==> src/rtl/menu_blit_if.sv <==
// ============================================================================
// Module : menu_blit_if
// Brief  : Command, stream-source and RAM write-port bundle for menu_blit
// Rev    : 1.0
// ============================================================================
`default_nettype none

interface menu_blit_if;
  logic        start;
  logic        mode;
  logic        nt_sel;
  logic [4:0]  x;
  logic [4:0]  y;
  logic [5:0]  w;
  logic [5:0]  h;
  logic [7:0]  fill_val;
  logic [3:0]  attr;

  logic        s_valid;
  logic [7:0]  s_data;
  logic        s_ready;

  logic        ram_we;
  logic [10:0] ram_addr;
  logic [7:0]  ram_dat;
  logic [3:0]  ram_atr;

  logic        busy;
  logic        done;

  // Command issuer / tile source / RAM observer side
  modport master (
    output start, mode, nt_sel, x, y, w, h, fill_val, attr,
    output s_valid, s_data,
    input  s_ready,
    input  ram_we, ram_addr, ram_dat, ram_atr,
    input  busy, done
  );

  // Blitter side
  modport slave (
    input  start, mode, nt_sel, x, y, w, h, fill_val, attr,
    input  s_valid, s_data,
    output s_ready,
    output ram_we, ram_addr, ram_dat, ram_atr,
    output busy, done
  );
endinterface

`default_nettype wire

==> src/rtl/menu_blit.sv <==
// ============================================================================
// Module : menu_blit
// Brief  : Rectangle fill/stream blitter into name-table + attribute RAMs
// Rev    : 1.0
// ============================================================================
`default_nettype none

module menu_blit #(
  parameter int COLS = 32,
  parameter int ROWS = 30
) (
  input  wire logic   clk,
  input  wire logic   rst,
  menu_blit_if.slave  bus
);

  localparam logic [6:0] c_COLS = 7'(COLS);
  localparam logic [6:0] c_ROWS = 7'(ROWS);

  typedef enum logic [1:0] {
    S_IDLE = 2'd0,
    S_RUN  = 2'd1,
    S_DONE = 2'd2
  } state_t;

  state_t      r_state;
  state_t      w_state_nxt;

  logic        r_mode;
  logic        r_nt_sel;
  logic [4:0]  r_x;
  logic [4:0]  r_y;
  logic [5:0]  r_w;
  logic [5:0]  r_h;
  logic [7:0]  r_fill;
  logic [3:0]  r_attr;
  logic [5:0]  r_cnt_c;
  logic [5:0]  r_cnt_r;

  logic        r_ram_we;
  logic [10:0] r_ram_addr;
  logic [7:0]  r_ram_dat;
  logic [3:0]  r_ram_atr;

  logic [6:0]  w_col;
  logic [6:0]  w_row;
  logic        w_in_bounds;
  logic        w_fire;
  logic        w_last_c;
  logic        w_last;
  logic        w_zero;
  logic [7:0]  w_tile;
  logic        w_busy;
  logic        w_done;
  logic        w_s_ready;

  // 7-bit position cannot wrap: max 31 + 62 = 93
  assign w_col       = {2'b00, r_x} + {1'b0, r_cnt_c};
  assign w_row       = {2'b00, r_y} + {1'b0, r_cnt_r};
  assign w_in_bounds = (w_col < c_COLS) && (w_row < c_ROWS);
  assign w_fire      = (r_state == S_RUN) && (!r_mode || bus.s_valid);
  assign w_last_c    = (r_cnt_c == (r_w - 6'd1));
  assign w_last      = w_last_c && (r_cnt_r == (r_h - 6'd1));
  assign w_zero      = (bus.w == 6'd0) || (bus.h == 6'd0);
  assign w_tile      = r_mode ? bus.s_data : r_fill;

  always_ff @(posedge clk or posedge rst) begin
    if (rst) begin
      r_state <= S_IDLE;
    end else begin
      r_state <= w_state_nxt;
    end
  end

  always_comb begin
    w_state_nxt = r_state;
    w_busy      = 1'b0;
    w_done      = 1'b0;
    w_s_ready   = 1'b0;
    case (r_state)
      S_IDLE: begin
        if (bus.start) begin
          w_state_nxt = w_zero ? S_DONE : S_RUN;
        end
      end
      S_RUN: begin
        w_busy    = 1'b1;
        w_s_ready = r_mode;
        if (w_fire && w_last) begin
          w_state_nxt = S_DONE;
        end
      end
      S_DONE: begin
        w_busy      = 1'b1;
        w_done      = 1'b1;
        w_state_nxt = S_IDLE;
      end
      default: begin
        w_state_nxt = S_IDLE;
      end
    endcase
  end

  // Command latch and row-major tile counters
  always_ff @(posedge clk or posedge rst) begin
    if (rst) begin
      r_mode   <= 1'b0;
      r_nt_sel <= 1'b0;
      r_x      <= 5'd0;
      r_y      <= 5'd0;
      r_w      <= 6'd0;
      r_h      <= 6'd0;
      r_fill   <= 8'd0;
      r_attr   <= 4'd0;
      r_cnt_c  <= 6'd0;
      r_cnt_r  <= 6'd0;
    end else if (r_state == S_IDLE && bus.start) begin
      r_mode   <= bus.mode;
      r_nt_sel <= bus.nt_sel;
      r_x      <= bus.x;
      r_y      <= bus.y;
      r_w      <= bus.w;
      r_h      <= bus.h;
      r_fill   <= bus.fill_val;
      r_attr   <= bus.attr;
      r_cnt_c  <= 6'd0;
      r_cnt_r  <= 6'd0;
    end else if (w_fire) begin
      if (w_last_c) begin
        r_cnt_c <= 6'd0;
        r_cnt_r <= r_cnt_r + 6'd1;
      end else begin
        r_cnt_c <= r_cnt_c + 6'd1;
      end
    end
  end

  // Write port lags the processed tile by one cycle; clipped tiles never write
  always_ff @(posedge clk or posedge rst) begin
    if (rst) begin
      r_ram_we   <= 1'b0;
      r_ram_addr <= 11'd0;
      r_ram_dat  <= 8'd0;
      r_ram_atr  <= 4'd0;
    end else begin
      r_ram_we <= w_fire && w_in_bounds;
      if (w_fire && w_in_bounds) begin
        r_ram_addr <= {r_nt_sel, w_row[4:0], w_col[4:0]};
        r_ram_dat  <= w_tile;
        r_ram_atr  <= r_attr;
      end
    end
  end

  assign bus.ram_we   = r_ram_we;
  assign bus.ram_addr = r_ram_addr;
  assign bus.ram_dat  = r_ram_dat;
  assign bus.ram_atr  = r_ram_atr;
  assign bus.busy     = w_busy;
  assign bus.done     = w_done;
  assign bus.s_ready  = w_s_ready;

endmodule

`default_nettype wire

==> src/flat_wrapper.sv <==
// flat-port wrapper written by rule: the top's interface ports become plain ports
module menu_blit_flat 
#(
  parameter int COLS = 32,
  parameter int ROWS = 30
)
  (clk, rst, bus_start, bus_mode, bus_nt_sel, bus_x, bus_y, bus_w, bus_h, bus_fill_val, bus_attr, bus_s_valid, bus_s_data, bus_s_ready, bus_ram_we, bus_ram_addr, bus_ram_dat, bus_ram_atr, bus_busy, bus_done);
  menu_blit_if bus_i ();
  input  wire logic clk;
  input  wire logic rst;
  input wire logic [$bits(bus_i.start)-1:0] bus_start;
  input wire logic [$bits(bus_i.mode)-1:0] bus_mode;
  input wire logic [$bits(bus_i.nt_sel)-1:0] bus_nt_sel;
  input wire logic [$bits(bus_i.x)-1:0] bus_x;
  input wire logic [$bits(bus_i.y)-1:0] bus_y;
  input wire logic [$bits(bus_i.w)-1:0] bus_w;
  input wire logic [$bits(bus_i.h)-1:0] bus_h;
  input wire logic [$bits(bus_i.fill_val)-1:0] bus_fill_val;
  input wire logic [$bits(bus_i.attr)-1:0] bus_attr;
  input wire logic [$bits(bus_i.s_valid)-1:0] bus_s_valid;
  input wire logic [$bits(bus_i.s_data)-1:0] bus_s_data;
  output wire logic [$bits(bus_i.s_ready)-1:0] bus_s_ready;
  output wire logic [$bits(bus_i.ram_we)-1:0] bus_ram_we;
  output wire logic [$bits(bus_i.ram_addr)-1:0] bus_ram_addr;
  output wire logic [$bits(bus_i.ram_dat)-1:0] bus_ram_dat;
  output wire logic [$bits(bus_i.ram_atr)-1:0] bus_ram_atr;
  output wire logic [$bits(bus_i.busy)-1:0] bus_busy;
  output wire logic [$bits(bus_i.done)-1:0] bus_done;
  assign bus_i.start = bus_start;
  assign bus_i.mode = bus_mode;
  assign bus_i.nt_sel = bus_nt_sel;
  assign bus_i.x = bus_x;
  assign bus_i.y = bus_y;
  assign bus_i.w = bus_w;
  assign bus_i.h = bus_h;
  assign bus_i.fill_val = bus_fill_val;
  assign bus_i.attr = bus_attr;
  assign bus_i.s_valid = bus_s_valid;
  assign bus_i.s_data = bus_s_data;
  assign bus_s_ready = bus_i.s_ready;
  assign bus_ram_we = bus_i.ram_we;
  assign bus_ram_addr = bus_i.ram_addr;
  assign bus_ram_dat = bus_i.ram_dat;
  assign bus_ram_atr = bus_i.ram_atr;
  assign bus_busy = bus_i.busy;
  assign bus_done = bus_i.done;
  menu_blit #(.COLS(COLS), .ROWS(ROWS)) u_core (.clk(clk), .rst(rst), .bus(bus_i));
endmodule
==> config.mk <==
export PLATFORM = sky130hd
export DESIGN_NAME = menu_blit_flat
export DESIGN_NICKNAME = d
export VERILOG_FILES = /design/src/rtl/menu_blit_if.sv /design/src/rtl/menu_blit.sv /design/src/flat_wrapper.sv
export SDC_FILE = /design/constraint.sdc
export NUM_CORES = 1
export LEC_CHECK = 0
export BUFFER_PORTS_ARGS = -buffer_cell sky130_fd_sc_hd__buf_2
export CAP_MARGIN = 10
export CORE_ASPECT_RATIO = 0.75
export CORE_MARGIN = 8
export CORE_UTILIZATION = 30
export DETAILED_ROUTE_END_ITERATION = 10
export PLACE_DENSITY = 0.58
export REMOVE_ABC_BUFFERS = 1
export SLEW_MARGIN = 20
export SYNTH_ARGS = -nofsm -noshare
export SYNTH_HDL_FRONTEND = slang
export SYNTH_SLANG_ARGS = --single-unit
==> constraint.sdc <==
create_clock -name clk -period 3.9 [get_ports clk]
set_input_delay 0.39 -clock clk [delete_from_list [all_inputs] [get_ports clk]]
set_output_delay 0.39 -clock clk [all_outputs]
set_load 0.005 [all_outputs]
# == Word-level counts from Yosys, hierarchy flattened ==
# Cells that the tools add are included.
# word_totals
word_cells,60
register_bits,74
in_bits,48
output_inout_bits,27
# classes
reduce_logical,17
n_addsub,6
order_cmp,2
mux,14
eq_ne,6
# ops
operator,count
$mux W6,6
$add A5 B6 Y7,2
$add A6 B1 Y6 const B,2
$eq A6 B6 Y1,2
$logic_not A6 Y1,2
$sub A6 B1 Y6 const B,2
$mux W8,1
$lt A7 B5 Y1 const B,1
$lt A7 B6 Y1 const B,1
$logic_and A1 B1 Y1,6
$mux W2,3
$ne A2 B2 Y1 const B,2
$pmux W2 S2,1
$reduce_and A2 Y1,2
$reduce_bool A2 Y1,2
$mux W1,3
$eq A2 B1 Y1 const B,1
$eq A2 B2 Y1 const B,1
$logic_not A2 Y1,1
$logic_or A1 B1 Y1,2
$reduce_or A2 Y1,1
$logic_not A1 Y1,1

# == Longest topological paths before layout ==
# logic_depth
depth_word,6
depth_mapped,10
mapped_depth_nobuf,9

# == Least setup slack after synthesis ==
# No wires, ideal clock.
# synth_timing
path_type,register -> register
start,reg u_core.r_cnt_r[0]
end,"reg u_core.r_ram_addr[0], in the netlist u_core.bus.ram_addr[0]"
setup_ps,125
path_buffers,1
synth_period_minus_slack_ps,2463
t_required_ps,3775
stages_incl_launch_ff,10
slack_ps,1437
t_arrival_ps,2339
path_cell_list,dfrtp_1 > ha_1 > fa_1 > a21o_1 > a21oi_1 > and4_1 > o32a_1 > nand3_2 > buf_4 > mux2_2
# synth_via
elab_chain_cells,4
# synth_lines
item,line,text
"start, declared",menu_blit.sv:38,logic [5:0] r_cnt_r;
"start signal, assigned",menu_blit.sv:131,r_cnt_r <= r_cnt_r + 6'd1;
$add A5 B6 Y7,menu_blit.sv:59,"assign w_row = {2'b00, r_y} + {1'b0, r_cnt_r};"
$lt A7 B5 Y1,menu_blit.sv:60,assign w_in_bounds = (w_col < c_COLS) && (w_row < c_ROWS);
$logic_and A1 B1 Y1,menu_blit.sv:60,
$logic_and A1 B1 Y1,menu_blit.sv:147,if (w_fire && w_in_bounds) begin
"end signal, assigned",menu_blit.sv:148,"r_ram_addr <= {r_nt_sel, w_row[4:0], w_col[4:0]};"
"end, declared",menu_blit.sv:41,logic [10:0] r_ram_addr;
# Every way passes these cells.
# A chain may end at the register's enable or synchronous reset.

# == Worst setup path after layout ==
# layout_timing
start,reg u_core.r_cnt_r[0]
end,"reg u_core.r_ram_dat[0], in the netlist u_core.bus.ram_dat[0]"
# layout_via
elab_chain_cells,4
# layout_lines
item,line,text
$add A5 B6 Y7,menu_blit.sv:59,
$lt A7 B5 Y1,menu_blit.sv:60,
$logic_and A1 B1 Y1,menu_blit.sv:60,
$logic_and A1 B1 Y1,menu_blit.sv:147,
"end signal, assigned",menu_blit.sv:149,r_ram_dat <= w_tile;
"end, declared",menu_blit.sv:42,logic [7:0] r_ram_dat;
# Every way passes these cells.

==> flow_metrics.py <==
metrics = {
    "synth": {
        "synth_top_cell_area_share": 0.474,
        "ys_ff_latch": 74,
        "ys_seq_area_frac": 0.474,
        "synth_common_cells": "104 x nand2_1, 74 x dfrtp_1, 31 x mux2_2",
        "synth_area_leader_cell": "dfrtp_1",
        "ys.flop_type": "dfrtp_1",
        "post-synth-top-count-cell": "nand2_1",
        "synth.area.top_cells": "dfrtp_1 47%, nand2_1 10%, mux2_2 8.9%",
        "ys_types": 56,
        "synth-edff-count": 0,
        "syn_inst": 390,
        "yosysWarnings": 0,
        "syn-cell-area_um2": 3910,
        "avgSynthCellArea_um2": 10.0,
        "synth-async-reset-ratio": 1.00,
    },
    "critical_path": {
        "crit_path_start_kind": "register",
        "worstPathMaxFanout": 24,
        "critPathBufInv": 0,
        "critPathKind": "register to register",
        "cp_top_family": "simple AND/OR/NAND/NOR gates",
        "timing.rr.start": "u_core.r_cnt_r[0]",
        "endpoint": "u_core.bus.ram_dat[0]",
        "max_stage_delay_ns": 0.50,
        "crit_chain": "ha_1 -> fa_1 -> a21o_1 -> a21oi_1 -> and4_1 -> o32a_1 -> nand3_2 -> mux2_2",
        "cp_slowest_cell": "nand3_2",
        "worstSetupStartpoint": "u_core.r_cnt_r[0]",
        "end_kind": "register",
        "critPathArrivalTime_ns": 3.24,
        "r2r_setup_slack_ns": 0.88,
        "cp.required_ns": 4.11,
        "cp_num_cells": 8,
        "worstRegToRegCells": 8,
        "worst_r2r_endpoint": "u_core.bus.ram_dat[0]",
    },
    "clock_tree": {
        "clk_latency_ns": 0.33,
        "clkTransAtPathRegs_ns": 0.06,
        "postCtsSetupBuffers": 0,
        "cts.sinks": 74,
        "cts-resized-gates": 0,
        "clock-root-buffer": "clkbuf_16",
        "ctsHtreeMaxLevel": 3,
        "cts_tree": "yes",
        "hold_buffers": 0,
        "cts_inserted_buffers": 9,
        "clk_path_buf_depth": 2,
    },
    "floorplanning": {
        "die_w_um": 148,
        "num_io_pins": 75,
        "start_util": 0.305,
        "placement_rows": 36,
        "core_um2": 12800,
        "die_area_um2": 17000,
        "die_h_um": 115,
    },
    "place": {
        "dp.cells": 624,
        "dp_slack_ns": 0.867,
        "placedInstanceArea_um2": 4450,
        "gp_congestion": 0.794,
        "hpwl_um": 6950,
        "io_buffers": 74,
    },
    "sta": {
        "skew_ns": 0.00584,
        "final_max_slew_viol_count": 0,
        "finalHoldViolations": 0,
        "tightest_slew_ns": 0.907,
        "fin_crit_sh": 0.776,
        "setup_viol": 0,
        "hold_ws_ns": 0.248,
        "setup_tns_ns": 0,
        "grt_setup_unrepaired": "no",
        "relSlewSlack": 0.394,
        "worst_slack_ns": 0.875,
        "fmax_mhz": 331,
        "timing.final.crit_period_ns": 3.02,
    },
    "pwr": {
        "power_mw": 3.73,
        "combPwrFrac": 0.385,
        "p_leak_nw": 2.37,
        "p_sw_frac": 0.355,
        "power_density_nw_per_um2": 777,
        "pwr-share-seq": 0.356,
        "p_switching_mw": 1.32,
        "ir_drop_mv": 0.264,
        "p_clk_frac": 0.259,
        "intPower_mw": 2.41,
    },
    "run_status": {
        "status": "finished, final reports clean",
    },
    "drt": {
        "first_iter_violations": 138,
        "post-route-drc-count": 0,
        "drt-wirelength-per-cell_um": 14.6,
        "dr.pass1.iters": 4,
        "ant_nets": 0,
        "vias": 3008,
        "avgViaCountPerCell": 4.70,
        "route.final.wire_length_um": 9350,
    },
    "final_layout": {
        "diodes": 0,
        "multi_input_area_um2": 1930,
        "syn2layout_area_growth_pct": 22.7,
        "seqCellArea_um2": 1850,
        "final_util": 0.374,
        "nFillCells": 1289,
        "nets": 531,
        "drive_gt1_frac": 0.296,
        "stdcell_area_um2": 4800,
        "final_cells": 640,
    },
    "grt": {
        "grt_max_degree": 44,
        "antenna_found_initial": 0,
        "grt_pass1_vias": 3236,
        "grtUsageTotal": 0.116,
        "overflow": 0,
        "grt_first_pass_wirelength_um": 15800,
    },
    "job": {
        "cap_violations": 0,
    },
    "worst_hold_path": {
        "hold_path.class": "input port to async pin",
    },
}
[layer usage]
layer / vias up / track usage / wire length, um / part of all wire
met2: 48 / 0.195 / 4510 / 0.48
met4: 0 / 0.0393 / 112 / 0.012
met1: 1470 / 0.135 / 4220 / 0.45
met3: 11 / 0.0448 / 510 / 0.055
met5: - / 0 / 0 / 0
li1: 1479 / - / - / -
[registers in the layout (all words and copies together), names as in the netlist, 5 cells and up]
name	cells
u_core.bus.ram_addr	11
u_core.bus.ram_dat	8
u_core.r_cnt_c	6
u_core.r_cnt_r	6
u_core.r_fill	8
u_core.r_h	6
u_core.r_w	6
u_core.r_x	5
u_core.r_y	5
[cell families (layout without fill, tap and decap cells)]
group / count (synthesis) / count (layout) / share of synthesized area
compound gates: 53 / 53 / 0.0966
xor+xnor: 22 / 22 / 0.0528
fa+ha+maj: 19 / 19 / 0.0646
buf+inv: 30 / 109 / 0.0336
flops: 74 / 74 / 0.474
mux: 33 / 33 / 0.0944
simple gates: 159 / 159 / 0.184
[area by class of cell]
cell class	instances	area share
Multi-Input combinational cell	286	0.402
Tap cell	171	0.0446
Clock buffer	9	0.0469
Inverter	16	0.0125
Timing Repair Buffer	77	0.0819
Sequential cell	74	0.386
Clock inverter	7	0.0261
[how the worst min path moves through the flow]
| stage | endpoint | slack (ns) |
|---|---|---|
| floorplan | u_core.r_attr[0] | 0.44 |
| global placement | u_core.r_fill[7] | 0.45 |
| detailed placement | u_core.r_attr[1] | 0.46 |
| CTS | u_core.r_attr[0] | 0.23 |
| global route | u_core.r_attr[0] | 0.25 |
| finish | u_core.r_attr[2] | 0.25 |
[layout by cell type (no fill, tap or decap), drive strengths merged, types with 10 or more instances in the layout]
master	n
buf	77
dfrtp	74
ha	17
inv	18
mux2	31
nand2	104
nand3	10
nor2	16
o21ai	16
xnor2	16
[power groups by stage]
stage	clock [mW]	combinational (mW)	sequential [mW]
after floorplan	0	1.03	1.29
after global placement	0	1.43	1.33
after detailed placement	0	1.46	1.34
after CTS	0.991	1.46	1.33
after global routing	1.02	1.62	1.38
final	0.964	1.43	1.33
Power figures use the tool's default switching activity.
